--- config.mk ---
export PLATFORM = sky130hd
export DESIGN_NAME = lcd_bus_sched
export DESIGN_NICKNAME = d
export VERILOG_FILES = /design/src/rtl/lcd_bus_sched_pkg.sv /design/src/rtl/lcd_rr_arb.sv /design/src/rtl/lcd_bus_sched.sv
export SDC_FILE = /design/constraint.sdc
export NUM_CORES = 1
export LEC_CHECK = 0
export BUFFER_PORTS_ARGS = -buffer_cell sky130_fd_sc_hd__buf_2
export CAP_MARGIN = 20
export CORE_MARGIN = 2
export CORE_UTILIZATION = 53
export DETAILED_ROUTE_END_ITERATION = 10
export GPL_TIMING_DRIVEN = 0
export HOLD_SLACK_MARGIN = 0.1
export PLACE_DENSITY = 0.86
export SLEW_MARGIN = 10
export SYNTH_ARGS = -nofsm -noshare
export SYNTH_HDL_FRONTEND = slang
export SYNTH_HIERARCHICAL = 1
export SYNTH_SLANG_ARGS = --single-unit
export TNS_END_PERCENT = 1
--- constraint.sdc ---
create_clock -name clk_LCD -period 2.55 [get_ports clk_LCD]
set_input_delay 0.6375 -clock clk_LCD [delete_from_list [all_inputs] [get_ports clk_LCD]]
set_output_delay 0.6375 -clock clk_LCD [all_outputs]
set_load 0.02 [all_outputs]
--- src/rtl/lcd_bus_sched_pkg.sv ---
// rtl/lcd_bus_sched_pkg.sv - shared LCD command constants and scheduler state encoding
package lcd_bus_sched_pkg;

  localparam logic [7:0] FUNC_SET   = 8'h38;
  localparam logic [7:0] DISP_ON    = 8'h0C;
  localparam logic [7:0] ENTRY_MODE = 8'h06;
  localparam logic [7:0] CLEAR      = 8'h01;
  localparam logic [7:0] HOME       = 8'h02;

  typedef enum logic [2:0] {
    INIT_SETUP,
    INIT_STROBE,
    IDLE,
    SETUP,
    STROBE,
    WAIT
  } lcd_state_e;

  function automatic logic [7:0] init_cmd(input logic [1:0] idx);
    case (idx)
      2'd0:    init_cmd = FUNC_SET;
      2'd1:    init_cmd = DISP_ON;
      2'd2:    init_cmd = ENTRY_MODE;
      default: init_cmd = CLEAR;
    endcase
  endfunction

endpackage

--- src/rtl/lcd_rr_arb.sv ---
// rtl/lcd_rr_arb.sv - two-way round-robin grant; last=1 means requester 1 won most recently
module lcd_rr_arb (
  input  logic [1:0] req,
  input  logic       last,
  output logic [1:0] gnt
);

  always_comb begin
    gnt = req;
    if (req == 2'b11) gnt = last ? 2'b01 : 2'b10;
  end

endmodule

--- src/rtl/lcd_bus_sched.sv ---
// rtl/lcd_bus_sched.sv - LCD bus scheduler: power-on init, then round-robin byte writes from two requesters
module lcd_bus_sched
  import lcd_bus_sched_pkg::*;
#(
  parameter int CLR_WAIT = 2,
  parameter bit INIT_EN  = 1'b1
) (
  input  logic       clk_LCD,
  input  logic       rst,
  input  logic       req0,
  input  logic       req1,
  input  logic       rs0,
  input  logic       rs1,
  input  logic [7:0] byte0,
  input  logic [7:0] byte1,
  output logic       ack0,
  output logic       ack1,
  output logic       en,
  output logic       RS,
  output logic       RW,
  output logic [7:0] data,
  output logic       busy,
  output logic       init_done
);

  lcd_state_e state;
  logic [1:0] init_idx;
  logic [7:0] wait_cnt;
  logic [1:0] gnt;
  logic [1:0] gnt_q;
  logic       last_gnt;

  assign RW = 1'b0;

  lcd_rr_arb u_arb (
    .req  ({req1, req0}),
    .last (last_gnt),
    .gnt  (gnt)
  );

  // Outputs are registered while leaving a state, so they describe the state just executed.
  always_ff @(posedge clk_LCD or posedge rst) begin
    if (rst) begin
      state     <= INIT_EN ? INIT_SETUP : IDLE;
      init_idx  <= 2'd0;
      wait_cnt  <= 8'd0;
      gnt_q     <= 2'b00;
      last_gnt  <= 1'b1;
      en        <= 1'b0;
      RS        <= 1'b0;
      data      <= 8'h00;
      ack0      <= 1'b0;
      ack1      <= 1'b0;
      busy      <= 1'b1;
      init_done <= 1'b0;
    end else begin
      en   <= 1'b0;
      ack0 <= 1'b0;
      ack1 <= 1'b0;
      busy <= 1'b1;
      case (state)
        INIT_SETUP: begin
          data  <= init_cmd(init_idx);
          RS    <= 1'b0;
          state <= INIT_STROBE;
        end
        INIT_STROBE: begin
          en       <= 1'b1;
          init_idx <= init_idx + 2'd1;
          if (init_idx == 2'd3) state <= (CLR_WAIT == 0) ? IDLE : WAIT;
          else                  state <= INIT_SETUP;
        end
        IDLE: begin
          busy      <= 1'b0;
          init_done <= 1'b1;
          if (|gnt) begin
            gnt_q    <= gnt;
            last_gnt <= gnt[1];
            RS       <= gnt[1] ? rs1 : rs0;
            data     <= gnt[1] ? byte1 : byte0;
            state    <= SETUP;
          end
        end
        SETUP: state <= STROBE;
        STROBE: begin
          en   <= 1'b1;
          ack0 <= gnt_q[0];
          ack1 <= gnt_q[1];
          if (!RS && (data == CLEAR || data == HOME) && CLR_WAIT != 0) state <= WAIT;
          else                                                         state <= IDLE;
        end
        WAIT: begin
          if (wait_cnt == 8'(CLR_WAIT - 1)) begin
            wait_cnt <= 8'd0;
            state    <= IDLE;
          end else begin
            wait_cnt <= wait_cnt + 8'd1;
          end
        end
        default: state <= IDLE;
      endcase
    end
  end

endmodule

==> results.py, run 1 <==
metrics = {
    "detailed_routing": {
        "drt_iter0_drc": 26,
        "drc": 0,
        "num_vias": 1199,
        "routed_via_density": 5.629,
        "routed_wl_um": 3148,
        "ant_nets": 0,
        "wl_per_cell_um": 14.78,
        "dr.pass1.iters": 4,
    },
    "timing": {
        "slew_viol_final": 0,
        "whs_ps": 362.7,
        "setup_viol": 0,
        "relSlewSlack_pct": 53.58,
        "worst_slack_ps": 202.4,
        "tns_ps": 0,
        "min_period_ps": 2348,
        "fmax_mhz": 426.0,
        "tightest_slew_ps": 690.1,
        "post-route-period-util_pct": 92.06,
        "hold_viol": 0,
        "rsz0062_at_grt": "false",
        "finClkSkew_ps": 8.063,
    },
    "worst_setup_path": {
        "slowest_delay_ps": 570,
        "crit_family": "multiplexers",
        "crit_fanout": 10,
        "critPathRequiredTime_ps": 2770,
        "setup.worst_path.start_class": "primary input",
        "worstPathArrival_ps": 2570,
        "worst-path-buf-inv": 2,
        "worstSetupEndpointType": "flip-flop",
        "crit_chain": "buf_2 -> a21boi_0 -> buf_2 -> mux2_2 -> mux2_2 -> mux2_2",
        "r2r_slack_ps": 220,
        "crit_slowest_cell": "a21boi_0",
        "crit_top_cell": "mux2_2",
        "crit_type": "in -> reg",
    },
    "synth": {
        "ys_seq_area_share_pct": 47.33,
        "synth_edf_count": 0,
        "synth.area.top_cells": "dfrtp_1 44%, mux2_2 12%, ha_1 4.7%, mux2i_1 4.4%, dfstp_2 3.3%",
        "yosysUniqueCellTypes": 38,
        "synth_top_area_cell": "dfrtp_1",
        "synth_warnings": 6,
        "yosys_register_bits": 30,
        "synthFlopType": "dfrtp_1",
        "synth-async-reset-ratio_pct": 100.0,
        "netlist_area_sq_um": 1592,
        "syn_area_per_cell_sq_um": 11.45,
        "syn_inst": 139,
        "synth_nets": 167,
        "synth.top_cell.area_share_pct": 44.03,
    },
    "clock_tree": {
        "cts_buffer_depth": 2,
        "clock-sinks": 30,
        "path_clk_slew_ps": 90,
        "root_buffer": "clkbuf_4",
        "cts_resized": 0,
        "clock_latency_ps": 330,
        "postCtsSetupRepairBufs": 0,
        "cts_hold_buf": 0,
        "cts_tree": "built",
        "numCtsBuffers": 5,
        "h-tree-depth": 2,
    },
    "power_and_ir_drop": {
        "swShare_pct": 39.27,
        "seqPwrFrac_pct": 38.6,
        "net-switching-power_mw": 0.7818,
        "ir_worst_vdd_mv": 0.5774,
        "combinationalPowerShare_pct": 48.7,
        "internal_power_mw": 1.209,
        "powerDensity_nw_per_um2": 1059,
        "p_leak_nw": 0.9257,
        "clockPowerShare_pct": 12.8,
        "power_mw": 1.991,
    },
    "global_route": {
        "grt_start_max_net_pins": 18,
        "grt_pass1_vias": 1234,
        "overflow": 0,
        "grt_pass1_wl_um": 5526,
        "track_usage_pct": 21.36,
        "antenna_found_initial": 0,
    },
    "floorplanning": {
        "fp.dieH_um": 58.80,
        "start_util_pct": 56.74,
        "die-area_sq_um": 3457,
        "io_pins": 37,
        "die_x_um": 58.80,
        "rows": 19,
        "fp.coreArea_sq_um": 2805,
    },
    "min_path": {
        "hp-class": "in -> async",
    },
    "final_layout": {
        "multi_input_area_sq_um": 780.7,
        "final_common_cell": "buf_2",
        "drive_gt1_share_pct": 38.46,
        "fill_cells": 229,
        "diodes": 0,
        "fin_util_pct": 67.04,
        "nets": 210,
        "final_cell_mix": "39 x buf_2, 28 x dfrtp_1, 17 x mux2_2, 8 x nand2b_1",
        "final_cells": 213,
        "syn_to_final_growth_pct": 18.16,
        "design_area_sq_um": 1881,
        "seqCellArea_sq_um": 753.2,
    },
    "place": {
        "place_area_sq_um": 1833,
        "place_congestion": 0.7940,
        "dp_cells": 206,
        "port_buffers": 35,
        "pre_cts_ws_ps": -169.3,
        "hpwl_um": 2455,
    },
    "run": {
        "cap_violations": 0,
    },
    "status": {
        "status": "complete, no violations",
    },
}
worst register-to-register path: cells and delay by family, from the launching register on:
kind	cells	cell delay, ps
muxes	3	890
AOI/OAI and AO/OA	1	560
buffers and inverters	1	400
DFF	1	380
kinds of logic after synthesis:
group	synth area share, %
other cells	0.2356
compound gates	7.705
mux	16.43
flops	47.33
buf+inv	3.617
xor+xnor	3.852
simple gates	16.12
fa+ha+maj	4.717
state kept, by name, summed over array words and instances, names as in the netlist:
register and count:
busy 1, state 3, init_idx 2, ack0 1, wait_cnt 8, last_gnt 1
data 8, RS 1, gnt_q 2, init_done 1, ack1 1, en 1
area by class of cell:
| cell class | instances | share of cell area (%) |
|---|---|---|
| Multi-Input combinational cell | 96 | 41.52 |
| Sequential cell | 30 | 40.05 |
| Timing Repair Buffer | 36 | 10.78 |
| Tap cell | 31 | 2.063 |
| Clock buffer | 5 | 1.996 |
| Buffer | 6 | 1.663 |
| Inverter | 7 | 1.397 |
| Clock inverter | 2 | 0.5323 |
final timing paths:
path                            cells past startpoint       from   endpoint
worst max-delay path                                6       req1    data[0]
worst min-delay path                                2        rst       ack1
worst max register to register                      5   last_gnt    data[0]
worst min register to register                      1  init_done  init_done
max in group asynchronous                           3        rst       busy
min in group clk_LCD                                1  init_done  init_done
synth_stat cells (3+ instances only):
master and instances:
inv_1 7, a22o_1 3, o21ai_0 4, nor3_1 3
buf_2 4, mux2_2 17, nor2_1 5, xnor2_1 5
nand2_1 5, nand4_1 3, nand2b_1 8, dfrtp_1 28
nor3b_1 3, a21oi_1 3, ha_1 6, mux2i_1 7
power by group through the flow:
stage	clock, mW	sequential (mW)	combinational [mW]
2_1_floorplan	0	0.832	0.658
3_3_place_gp	0	0.759	0.935
3_5_place_dp	0	0.777	0.979
4_1_cts	0.265	0.767	0.982
5_1_grt	0.283	0.787	1.07
6_report	0.254	0.768	0.969
metal layers:
| layer | global-route usage (%) | vias to the layer above | wire length, um |
|---|---|---|---|
| met1 | 26.79 | 589 | 1367 |
| met2 | 35.87 | 26 | 1614 |
| met4 | 9.416 | 0 | 49 |
| met3 | 3.956 | 6 | 117 |
| met5 | 0 | - | 0 |
| li1 | - | 578 | - |
(Power assumes the default switching activity.)
==> run 2, diff against run 1 <==
--- a/config.mk
+++ b/config.mk
@@ -12,6 +12,7 @@
 export DETAILED_ROUTE_END_ITERATION = 10
 export GPL_TIMING_DRIVEN = 0
 export HOLD_SLACK_MARGIN = 0.1
+export MAX_ROUTING_LAYER = met4
 export PLACE_DENSITY = 0.86
 export SLEW_MARGIN = 10
 export SYNTH_ARGS = -nofsm -noshare
==> run 2 against run 1 <==
Clock power barely moved. Clock skew barely moved. Combinational power barely moved. Via count did not move. Flip-flop and latch count did not move. Maximum frequency barely moved.
==> results.py, run 2 (synthesis gave the netlist of run 1 again) <==
metrics = {
    "status": {
        "status": "complete, no violations",
    },
    "floorplanning": {
        "io_pins": 37,
        "fp.dieH_um": 58.80,
        "die_x_um": 58.80,
        "start_util_pct": 56.74,
        "rows": 19,
        "fp.coreArea_sq_um": 2805,
        "die-area_sq_um": 3457,
    },
    "clock_tree": {
        "cts_buffer_depth": 2,
        "cts_resized": 0,
        "postCtsSetupRepairBufs": 0,
        "numCtsBuffers": 5,
        "h-tree-depth": 2,
        "cts_tree": "built",
        "clock-sinks": 30,
        "root_buffer": "clkbuf_4",
        "clock_latency_ps": 330,
        "cts_hold_buf": 0,
        "path_clk_slew_ps": 90,
    },
    "final_layout": {
        "drive_gt1_share_pct": 38.46,
        "nets": 210,
        "final_common_cell": "buf_2",
        "final_cells": 213,
        "syn_to_final_growth_pct": 18.16,
        "fill_cells": 229,
        "top_regs": "data (8), wait_cnt (8), state (3)",
        "diodes": 0,
        "multi_input_area_sq_um": 780.7,
        "design_area_sq_um": 1881,
        "seqCellArea_sq_um": 753.2,
        "final_cell_mix": "39 x buf_2, 28 x dfrtp_1, 17 x mux2_2, 8 x nand2b_1",
    },
    "power_and_ir_drop": {
        "powerDensity_nw_per_um2": 1059,
        "p_leak_nw": 0.9257,
        "combinationalPowerShare_pct": 48.7,
        "swShare_pct": 39.29,
        "net-switching-power_mw": 0.7824,
        "clockPowerShare_pct": 12.8,
        "internal_power_mw": 1.209,
        "ir_worst_vdd_mv": 0.5775,
        "seqPwrFrac_pct": 38.6,
    },
    "timing": {
        "setup_viol": 0,
        "slew_viol_final": 0,
        "min_period_ps": 2347,
        "whs_ps": 361.9,
        "hold_viol": 0,
        "relSlewSlack_pct": 53.58,
        "tightest_slew_ps": 690.1,
        "rsz0062_at_grt": "false",
        "post-route-period-util_pct": 92.05,
        "fmax_mhz": 426.0,
        "finClkSkew_ps": 8.036,
    },
    "detailed_routing": {
        "routed_wl_um": 3152,
        "drt_iter0_drc": 29,
        "drc": 0,
        "routed_via_density": 5.629,
        "ant_nets": 0,
        "dr.pass1.iters": 4,
        "wl_per_cell_um": 14.80,
        "num_vias": 1199,
    },
    "worst_setup_path": {
        "crit_slowest_cell": "a21boi_0",
        "crit_fanout": 10,
        "slowest_delay_ps": 570,
        "worstSetupEndpointType": "flip-flop",
        "crit_top_cell": "mux2_2",
        "setup.worst_path.start_class": "primary input",
        "crit_family": "multiplexers",
        "worstPathArrival_ps": 2570,
        "worst-path-buf-inv": 2,
        "crit_type": "in -> reg",
        "crit_chain": "buf_2 -> a21boi_0 -> buf_2 -> mux2_2 -> mux2_2 -> mux2_2",
        "critPathRequiredTime_ps": 2770,
    },
    "global_route": {
        "grt_start_max_net_pins": 18,
        "antenna_found_initial": 0,
        "overflow": 0,
        "grt_pass1_wl_um": 5526,
        "grt_pass1_vias": 1232,
        "track_usage_pct": 22.00,
    },
    "min_path": {
        "hp-class": "in -> async",
    },
    "place": {
        "place_congestion": 0.8052,
        "port_buffers": 35,
        "dp_cells": 206,
        "hpwl_um": 2455,
        "place_area_sq_um": 1833,
    },
    "run": {
        "cap_violations": 0,
    },
}
==> run 2: cell type report <==
cell class / count / area share [%]
Buffer: 6 / 1.663
Clock buffer: 5 / 1.996
Clock inverter: 2 / 0.5323
Inverter: 7 / 1.397
Multi-Input combinational cell: 96 / 41.52
Sequential cell: 30 / 40.05
Tap cell: 31 / 2.063
Timing Repair Buffer: 36 / 10.78
==> run 2: path summary, 6_finish.rpt <==
check,from,cells after the start,slack [ps],endpoint
max,req1,6,200,data[0]
min,rst,2,360,ack1
max reg2reg,last_gnt,5,220,data[0]
min reg2reg,init_done,1,470,init_done
min in group clk_LCD,init_done,1,470,init_done
max in group asynchronous,rst,3,1610,busy
==> run 2: routing by layer <==
| layer | part of all wire (%) | wire length [um] | global-route usage, % | up-vias |
|---|---|---|---|---|
| met2 | 51 | 1615 | 35.71 | 26 |
| met4 | 1.6 | 49 | 9.416 | 0 |
| met3 | 3.7 | 118 | 3.956 | 6 |
| met1 | 43 | 1368 | 26.93 | 589 |
| li1 | - | - | - | 578 |
| met5 | 0 | 0 | - | - |
==> run 2: worst reg2reg max path, cell delays in order, from the launching register on <==
cell	delay, ps
dfstp_2	380
a21boi_0	560
buf_2	400
mux2_2	370
mux2_2	260
mux2_2	260
==> run 2: power groups by stage <==
stage | clock network, mW | logic [mW] | registers (mW)
6_report | 0.255 | 0.969 | 0.768
5_1_grt | 0.283 | 1.07 | 0.787
4_1_cts | 0.265 | 0.982 | 0.767
3_5_place_dp | 0 | 0.979 | 0.777
3_3_place_gp | 0 | 0.935 | 0.759
2_1_floorplan | 0 | 0.658 | 0.832
==> run 2: stage by stage <==
step | setup TNS [ps] | util [%] | total power, mW | worst slack (ps)
2_1_floorplan | 0 | - | 1.491 | 316.7
3_3_place_gp | -37.47 | 64.36 | 1.694 | -37.47
3_5_place_dp | -169.3 | 65.34 | 1.756 | -169.3
4_1_cts | 0 | 67.04 | 2.015 | 187.2
5_1_grt | 0 | 67.04 | 2.143 | 85.36
6_report | 0 | 67.04 | 1.991 | 202.8
